<file path="src/rtl/alu_operand_entry.sv">
// alu_operand_entry: debounced DE2 key/switch front end that sequences operand A, operand B and opcode entry
module alu_operand_entry #(
    parameter int DEBOUNCE_CYCLES = 500000,
    parameter int CNT_W = $clog2(DEBOUNCE_CYCLES + 1)
) (
    input  logic        CLOCK_50,
    input  logic        nRST,
    input  logic [17:0] SW,
    input  logic [3:0]  KEY,
    output logic [31:0] porta,
    output logic [31:0] portb,
    output logic [3:0]  aluop,
    output logic [1:0]  entry_state,
    output logic        op_valid
);
    typedef enum logic [1:0] {LOAD_A = 2'd0, LOAD_B = 2'd1, LOAD_OP = 2'd2, SHOW = 2'd3} state_t;

    logic [3:0]       key_s1, key_s2, stable, stable_d, press;
    logic [16:0]      sw_s1, sw_s2;
    logic [CNT_W-1:0] cnt [4];
    logic [31:0]      sw_ext, porta_n, portb_n;
    logic [3:0]       aluop_n;
    logic             op_valid_n;
    state_t           state, state_n;
    logic             unused_ok;

    assign unused_ok   = ^{press[2], SW[17]};
    assign sw_ext      = {{16{sw_s2[16] & sw_s2[15]}}, sw_s2[15:0]};
    assign entry_state = state;

    always_ff @(posedge CLOCK_50) begin
        if (!nRST) begin
            key_s1   <= '1;
            key_s2   <= '1;
            sw_s1    <= '1;
            sw_s2    <= '1;
            stable_d <= '1;
            press    <= '0;
        end else begin
            key_s1   <= KEY;
            key_s2   <= key_s1;
            sw_s1    <= SW[16:0];
            sw_s2    <= sw_s1;
            stable_d <= stable;
            press    <= stable_d & ~stable;
        end
    end

    // A key's stable level only moves after DEBOUNCE_CYCLES consecutive disagreeing samples
    always_ff @(posedge CLOCK_50) begin
        for (int i = 0; i < 4; i++) begin
            if (!nRST) begin
                cnt[i]    <= '0;
                stable[i] <= 1'b1;
            end else if (key_s2[i] == stable[i]) begin
                cnt[i] <= '0;
            end else if (cnt[i] == CNT_W'(DEBOUNCE_CYCLES - 1)) begin
                cnt[i]    <= '0;
                stable[i] <= key_s2[i];
            end else begin
                cnt[i] <= cnt[i] + CNT_W'(1);
            end
        end
    end

    always_ff @(posedge CLOCK_50) begin
        if (!nRST) begin
            state    <= LOAD_A;
            porta    <= '0;
            portb    <= '0;
            aluop    <= '0;
            op_valid <= 1'b0;
        end else begin
            state    <= state_n;
            porta    <= porta_n;
            portb    <= portb_n;
            aluop    <= aluop_n;
            op_valid <= op_valid_n;
        end
    end

    // Clear beats back beats enter; losing events in the same cycle are dropped
    always_comb begin
        state_n    = state;
        porta_n    = porta;
        portb_n    = portb;
        aluop_n    = aluop;
        op_valid_n = 1'b0;
        if (press[3]) begin
            state_n = LOAD_A;
            porta_n = '0;
            portb_n = '0;
            aluop_n = '0;
        end else if (press[1]) begin
            state_n = (state == LOAD_A) ? LOAD_A : state_t'(state - 2'd1);
        end else if (press[0]) begin
            state_n    = state_t'(state + 2'd1);
            porta_n    = (state == LOAD_A) ? sw_ext : porta;
            portb_n    = (state == LOAD_B) ? sw_ext : portb;
            aluop_n    = (state == LOAD_OP) ? sw_s2[3:0] : aluop;
            op_valid_n = (state == LOAD_OP);
        end
    end
endmodule

</file>
<file path="config.mk">
export PLATFORM = sky130hd
export DESIGN_NAME = alu_operand_entry
export DESIGN_NICKNAME = d
export VERILOG_FILES = /design/src/rtl/alu_operand_entry.sv
export SDC_FILE = /design/constraint.sdc
export NUM_CORES = 1
export LEC_CHECK = 0
export CORE_ASPECT_RATIO = 0.7
export CORE_UTILIZATION = 50
export CTS_CLUSTER_DIAMETER = 200
export DETAILED_ROUTE_END_ITERATION = 8
export PLACE_DENSITY = 0.86
export SYNTH_ARGS = -nofsm -noshare
export SYNTH_HDL_FRONTEND = slang
export SYNTH_SLANG_ARGS = --single-unit
</file>
<file path="constraint.sdc">
create_clock -name CLOCK_50 -period 2.67 [get_ports CLOCK_50]
set_input_delay 0.534 -clock CLOCK_50 [delete_from_list [all_inputs] [get_ports CLOCK_50]]
set_output_delay 0.534 -clock CLOCK_50 [all_outputs]
set_load 0.01 [all_outputs]
</file>
==> results of run 1 <==
-- cells by family after synthesis --
| family | after synthesis | synth area share, % |
|---|---|---|
| buf+inv | 69 | 6.07 |
| mux | 4 | 0.661 |
| simple gates | 291 | 23.6 |
| flops | 147 | 56.3 |
| fa+ha+maj | 7 | 1.40 |
| other cells | 1 | 0.0601 |
| compound gates | 63 | 5.59 |
| xor+xnor | 45 | 6.31 |
-- report_power, final --
| group | switching [mW] | internal (mW) |
|---|---|---|
| Combinational | 0.0789 | 0.0748 |
| Sequential | 0.0580 | 2.39 |
| Clock | 1.07 | 1.35 |
| Total | 1.21 | 3.82 |
-- worst register-to-register path: cells and delay by family, from the launching register on --
family | cells | cell delay [ns]
AOI/OAI and AO/OA | 2 | 0.48
and+or+nand+nor | 2 | 1.14
DFF | 1 | 0.43
-- cell usage in the layout, fill, tap and decap left out, types with 2 or more instances in the layout --
cell and count:
clkdlybuf4s50_1 91, dfxtp_1 90, nand2_1 87, nor2_1 58, edfxtp_1 57, conb_1 57
a21oi_1 48, nand2b_1 44, xor2_1 27, nand3_1 25, nand4_1 19, xnor2_1 18
clkbuf_16 17, inv_1 14, nor4_1 8, and3_1 8, and2_1 8, and4_1 8
ha_1 7, nor3_1 6, inv_8 6, o21ai_0 5, buf_4 5, or3_1 4
inv_6 4, nor4bb_1 3, nor2b_1 3, nor4b_1 3, o31ai_1 3, or4_1 3
mux2i_1 3, o21ai_1 2, or4b_1 2, clkinv_8 2
-- worst paths after layout --
check	slack, ns	from	endpoint	cells past startpoint
max reg2reg	0.35	cnt[0][12]	cnt[0][16]	4
min reg2reg	0.40	sw_s1[13]	sw_s2[13]	1
max	0.35	cnt[0][12]	cnt[0][16]	4
min	0.40	sw_s1[13]	sw_s2[13]	1
-- flip-flops by register name, summed over array words and instances, names as in the netlist, 4 cells and up --
register / flops
sw_s2: 17
sw_s1: 17
cnt: 57
aluop: 4
portb: 17
porta: 17
-- cell usage after synthesis --
| cell type | instances |
|---|---|
| a211oi_1 | 1 |
| nor2b_1 | 3 |
| or3_1 | 4 |
| nand3_1 | 25 |
| o221ai_1 | 1 |
| edfxtp_1 | 57 |
| nand2_1 | 87 |
| o31ai_1 | 3 |
| or4_4 | 1 |
| or4b_1 | 2 |
| o21ai_1 | 2 |
| clkbuf_1 | 24 |
| o211ai_1 | 1 |
| nor3_1 | 6 |
| xor2_1 | 27 |
| o21bai_4 | 1 |
| nor2_1 | 58 |
| o21ai_0 | 5 |
| nor4_1 | 8 |
| nor4b_1 | 3 |
| or4_1 | 3 |
| xnor2_1 | 18 |
| nor4bb_1 | 3 |
| mux2_2 | 1 |
| ha_1 | 7 |
| and2_1 | 8 |
| and4_1 | 8 |
| and3_1 | 8 |
| mux2i_1 | 3 |
| inv_1 | 14 |
| nand2b_1 | 44 |
| or3b_2 | 1 |
| a31o_2 | 1 |
| buf_4 | 30 |
| buf_6 | 1 |
| conb_1 | 1 |
| nand4_1 | 19 |
| dfxtp_1 | 90 |
| a21oi_1 | 48 |
-- routing by layer --
metal	vias to the layer above	wire, um	global-route usage (%)
met5	-	0	0
met4	0	164	7.58
met3	18	752	4.89
met2	167	6080	34.5
met1	2217	5560	24.9
li1	2288	-	-
-- through the flow --
step	hold slack, ns	worst slack [ns]	cells	area, um^2
CTS	0.403	0.338	914	7890
finish	0.402	0.352	914	7890
global placement	0.391	0.414	882	7280
floorplan	0.386	0.537	683	6450
detailed placement	0.391	0.372	882	7280
global route	0.409	0.246	914	7890
-- layout make-up --
class	instances	area, um^2	area share, %
clock inverter	15	181	2.30
inverter	14	52.6	0.666
multi-input combinational	467	2560	32.5
clock buffer	17	425	5.40
tap	157	196	2.49
sequential	147	3510	44.6
timing repair buffer	97	953	12.1
==> flow_metrics.py, run 1 <==
metrics = {
    "worst_setup_path": {
        "setup.worst_path.start_class": "flop",
        "path_cells": "or4b_1 > or4_4 > o21bai_4 > a21oi_1",
        "cp.arrival_ns": 2.46,
        "worst-setup-path-type": "reg -> reg",
        "crit_path_max_incr_delay_ns": 0.58,
        "cp_max_fo": 17,
        "crit_required_ns": 2.82,
        "critPathBufInv": 0,
        "cp_top_family": "simple AND/OR/NAND/NOR gates",
        "slowest_stage": "or4_4",
        "cp-end-kind": "flop",
    },
    "place": {
        "io_buffers": 92,
        "place_congestion": 0.834,
        "hpwlAfterDp_mm": 8.76,
    },
    "clocking": {
        "cts.reportedPaths.clkPinSlew_ns": 0.07,
        "clock_sinks": 147,
        "holdBufCountCts": 0,
        "clock_path_buffers": 2,
        "cts_htree_levels": 4,
        "post-cts-setup-buffer-count": 0,
        "cts_buffers": 17,
        "clk_latency_ns": 0.42,
        "root_buffer": "clkbuf_16",
        "cts_tree": "done",
        "cts_resized": 0,
    },
    "routing": {
        "route.detailed.drc": 0,
        "wl_per_cell_um": 13.7,
        "viasPerCell": 5.13,
        "drt_pass1_iterations": 5,
        "ant_nets": 0,
        "drt_iter0_markers": 398,
        "routed-via-count": 4690,
        "wirelength_mm": 12.6,
    },
    "sta": {
        "rsz0062_at_grt": "no",
        "period_share_pct": 86.8,
        "slew_violations": 0,
        "slew_headroom_pct": 58.7,
        "period_needed_ns": 2.32,
        "timing.fmax_mhz": 431,
        "timing_hold_violations_final": 0,
        "tns_ns": 0,
        "tightestPinTransition_ns": 0.619,
        "finalSetupViolCount": 0,
        "skew_ns": 0.0138,
    },
    "synthesis": {
        "avgSynthCellArea_um2": 9.96,
        "synth_top_cell_area_share_pct": 28.9,
        "yosysUniqueCellTypes": 39,
        "yosysWarnings": 0,
        "synth_seq_cells": 147,
        "synth-seq-area-share_pct": 56.3,
        "syn_inst": 627,
        "syn_area_mm2": 0.00624,
        "synth_area_leader_cell": "dfxtp_1",
        "ys_top_cells_by_area": "dfxtp_1 29%, edfxtp_1 27%, nand2_1 5.2%",
    },
    "power_and_ir_drop": {
        "p_leak_nw": 2.79,
        "cellPowerDensity_mw_per_mm2": 637,
        "total_power_mw": 5.03,
        "ir_worst_vdd_mv": 0.479,
    },
    "floorplanning": {
        "die_w_um": 136,
        "io_pins": 95,
        "die_area_mm2": 0.0129,
        "die_y_um": 95.5,
        "core_mm2": 0.0119,
        "start_util_pct": 52.3,
        "rows": 33,
    },
    "layout": {
        "nNetsFinal": 775,
        "final_util_pct": 66.1,
        "antenna_cells": 0,
        "layout-drive-gt1-share_pct": 5.68,
        "nFillCells": 886,
        "syn_to_final_growth_pct": 26.3,
    },
    "global_route": {
        "grt_pass1_vias": 4265,
        "antenna_found_initial": 0,
        "grt_overflow": 0,
        "grt_pass1_wl_mm": 20.0,
        "grt_max_degree": 42,
        "track_usage_pct": 20.2,
    },
    "run_status": {
        "status": "finished, final reports clean",
    },
    "flow_run": {
        "cap_violations": 0,
    },
    "hold_path": {
        "min_path_type": "reg -> reg",
    },
}
(Power assumes the default switching activity.)
==> inputs of run 2 (changes only) <==
--- a/config.mk
+++ b/config.mk
@@ -5,11 +5,13 @@
 export SDC_FILE = /design/constraint.sdc
 export NUM_CORES = 1
 export LEC_CHECK = 0
+export ABC_AREA = 1
 export CORE_ASPECT_RATIO = 0.7
-export CORE_UTILIZATION = 50
+export CORE_UTILIZATION = 25
 export CTS_CLUSTER_DIAMETER = 200
 export DETAILED_ROUTE_END_ITERATION = 8
-export PLACE_DENSITY = 0.86
+export GPL_ROUTABILITY_DRIVEN = 0
+export PLACE_DENSITY = 0.54
 export SYNTH_ARGS = -nofsm -noshare
 export SYNTH_HDL_FRONTEND = slang
 export SYNTH_SLANG_ARGS = --single-unit
==> run 2 against run 1 <==
  * Non-clock buffer count shrank 2
  * Die area grew 110%
  * Combinational power rose by 16%
  * Largest power group unchanged
==> flow_metrics.py, run 2 <==
metrics = {
    "run_status": {
        "status": "finished, final reports clean",
    },
    "worst_setup_path": {
        "path_cells": "clkdlybuf4s50_1",
        "slowest_stage": "clkdlybuf4s50_1",
        "crit_path_max_incr_delay_ns": 0.64,
        "setup.worst_path.start_class": "flop",
        "cp-end-kind": "output pin",
        "cp.arrival_ns": 1.67,
        "cp_top_family": "buffers and inverters",
        "crit_required_ns": 2.14,
        "critPathBufInv": 1,
        "worst-setup-path-type": "reg -> out",
        "cp_max_fo": 17,
    },
    "power_and_ir_drop": {
        "ir_worst_vdd_mv": 0.427,
        "total_power_mw": 5.05,
        "p_leak_nw": 3.23,
        "cellPowerDensity_mw_per_mm2": 593,
    },
    "sta": {
        "finalSetupViolCount": 0,
        "tns_ns": 0,
        "tightestPinTransition_ns": 0.960,
        "hold_ws_ns": 0.405,
        "rsz0062_at_grt": "no",
        "period_needed_ns": 2.20,
        "timing.fmax_mhz": 454,
        "layout_setup_ws_ns": 0.468,
        "slew_violations": 0,
        "timing_hold_violations_final": 0,
        "period_share_pct": 82.5,
        "slew_headroom_pct": 35.9,
        "skew_ns": 0.0101,
    },
    "clocking": {
        "clock_sinks": 147,
        "clk_latency_ns": 0.43,
        "holdBufCountCts": 0,
        "post-cts-setup-buffer-count": 0,
        "cts_tree": "done",
        "cts.reportedPaths.clkPinSlew_ns": 0.07,
        "clock_path_buffers": 2,
        "cts_buffers": 17,
        "cts_resized": 0,
        "cts_htree_levels": 4,
        "root_buffer": "clkbuf_16",
    },
    "synthesis": {
        "synth_area_leader_cell": "dfxtp_1",
        "synth_seq_cells": 147,
        "synth_most_common_cell": "nand2_1",
        "yosysWarnings": 0,
        "syn_inst": 783,
        "synth_top_cell_area_share_pct": 27.1,
        "yosysUniqueCellTypes": 31,
        "synth_edf_count": 57,
        "syn_area_mm2": 0.00664,
        "ys_top_cells_by_area": "dfxtp_1 27%, edfxtp_1 26%, nand2_1 10%",
        "avgSynthCellArea_um2": 8.48,
        "async_flop_share_pct": 0,
        "ys.flop_type": "dfxtp_1",
        "synthTopCellsByCount": "185 x nand2_1, 119 x nor2_1, 90 x dfxtp_1, 60 x inv_1, 57 x edfxtp_1",
        "synth-seq-area-share_pct": 52.9,
    },
    "layout": {
        "layout_common_cells": "185 x nand2_1, 119 x nor2_1, 92 x clkdlybuf4s50_1",
        "syn_to_final_growth_pct": 28.4,
        "top_register": "cnt",
        "nNetsFinal": 939,
        "multiInputGateArea_mm2": 0.00277,
        "antenna_cells": 0,
        "layout-drive-gt1-share_pct": 11.7,
        "largest_reg_flops": 57,
        "nFillCells": 2730,
        "final-seq-area_mm2": 0.00351,
        "final_common_cell": "nand2_1",
        "stdcell_area_mm2": 0.00852,
    },
    "global_route": {
        "antenna_found_initial": 0,
        "grt_pass1_vias": 4527,
        "track_usage_pct": 11.1,
        "grt_pass1_wl_mm": 23.5,
        "grt_max_degree": 34,
        "grt_overflow": 0,
    },
    "place": {
        "placed_cell_area_mm2": 0.00792,
        "hpwlAfterDp_mm": 10.5,
        "dp_slack_ns": 0.330,
        "io_buffers": 92,
    },
    "flow_run": {
        "cap_violations": 0,
    },
    "routing": {
        "viasPerCell": 3.94,
        "route.detailed.drc": 0,
        "wl_per_cell_um": 11.3,
        "drt_pass1_iterations": 5,
        "drt_iter0_markers": 422,
        "routed-via-count": 5039,
        "wirelength_mm": 14.4,
        "ant_nets": 0,
    },
    "floorplanning": {
        "core_mm2": 0.0259,
        "io_pins": 95,
        "start_util_pct": 25.7,
        "die_y_um": 138,
        "die_w_um": 197,
        "rows": 49,
        "die_area_mm2": 0.0272,
    },
    "hold_path": {
        "min_path_type": "reg -> reg",
    },
}
run 2: cell types whose count changed in the layout (fill, tap and decap cells not counted), moves of 11 or more:
cell      change
or2_2        +44
inv_1        +46
nor2_2       +11
nand2_1      +98
o21ai_0      +13
nor2_1       +61
nand2b_1     -44
run 2: cell type report:
| class | count | area share, % |
|---|---|---|
| multi-input combinational | 582 | 32.5 |
| sequential | 147 | 41.2 |
| timing repair buffer | 95 | 11.1 |
| clock buffer | 17 | 4.99 |
| tap | 357 | 5.24 |
| clock inverter | 15 | 2.11 |
| inverter | 65 | 2.86 |
run 2: final timing paths:
path / start / endpoint / slack (ns) / depth (start not counted)
worst max register to register: cnt[1][0] / cnt[1][16] / 0.84 / 8
worst min-delay path: key_s1[3] / key_s2[3] / 0.41 / 1
worst max-delay path: portb[16] / portb[29] / 0.47 / 1
worst min register to register: key_s1[3] / key_s2[3] / 0.41 / 1
run 2: per-layer routing:
layer	routed length [um]	global-route usage [%]	part of all wire, %	vias up
li1	-	-	-	2666
met1	7910	16.8	55	2248
met2	5630	14.7	39	119
met3	777	3.56	5.4	6
met4	85	2.94	0.59	0
met5	0	0	0	-
run 2: cell families after synthesis:
kind of cell / after synthesis / synth area share, %
flip-flops: 147 / 52.9
other: 1 / 0.0565
XOR/XNOR: 29 / 3.83
adder cells (fa/ha/maj): 7 / 1.32
AND/OR/NAND/NOR: 419 / 27.9
buffers and inverters: 110 / 8.50
AO/OA/AOI/OAI: 70 / 5.45
run 2: through the flow:
step / util [%] / instances
after floorplan: - / 839
after global placement: 30.6 / 1246
after detailed placement: 30.6 / 1246
after CTS: 32.9 / 1278
after global routing: 32.9 / 1278
final: 32.9 / 1278
run 2: where the power goes:
group          switching, mW  total (mW)  leakage [nW]  internal, mW
clock                   1.15        2.43         0.293          1.28
combinational         0.0978       0.178          1.61        0.0797
sequential            0.0546        2.45          1.32          2.39
total                   1.30        5.05          3.23          3.75
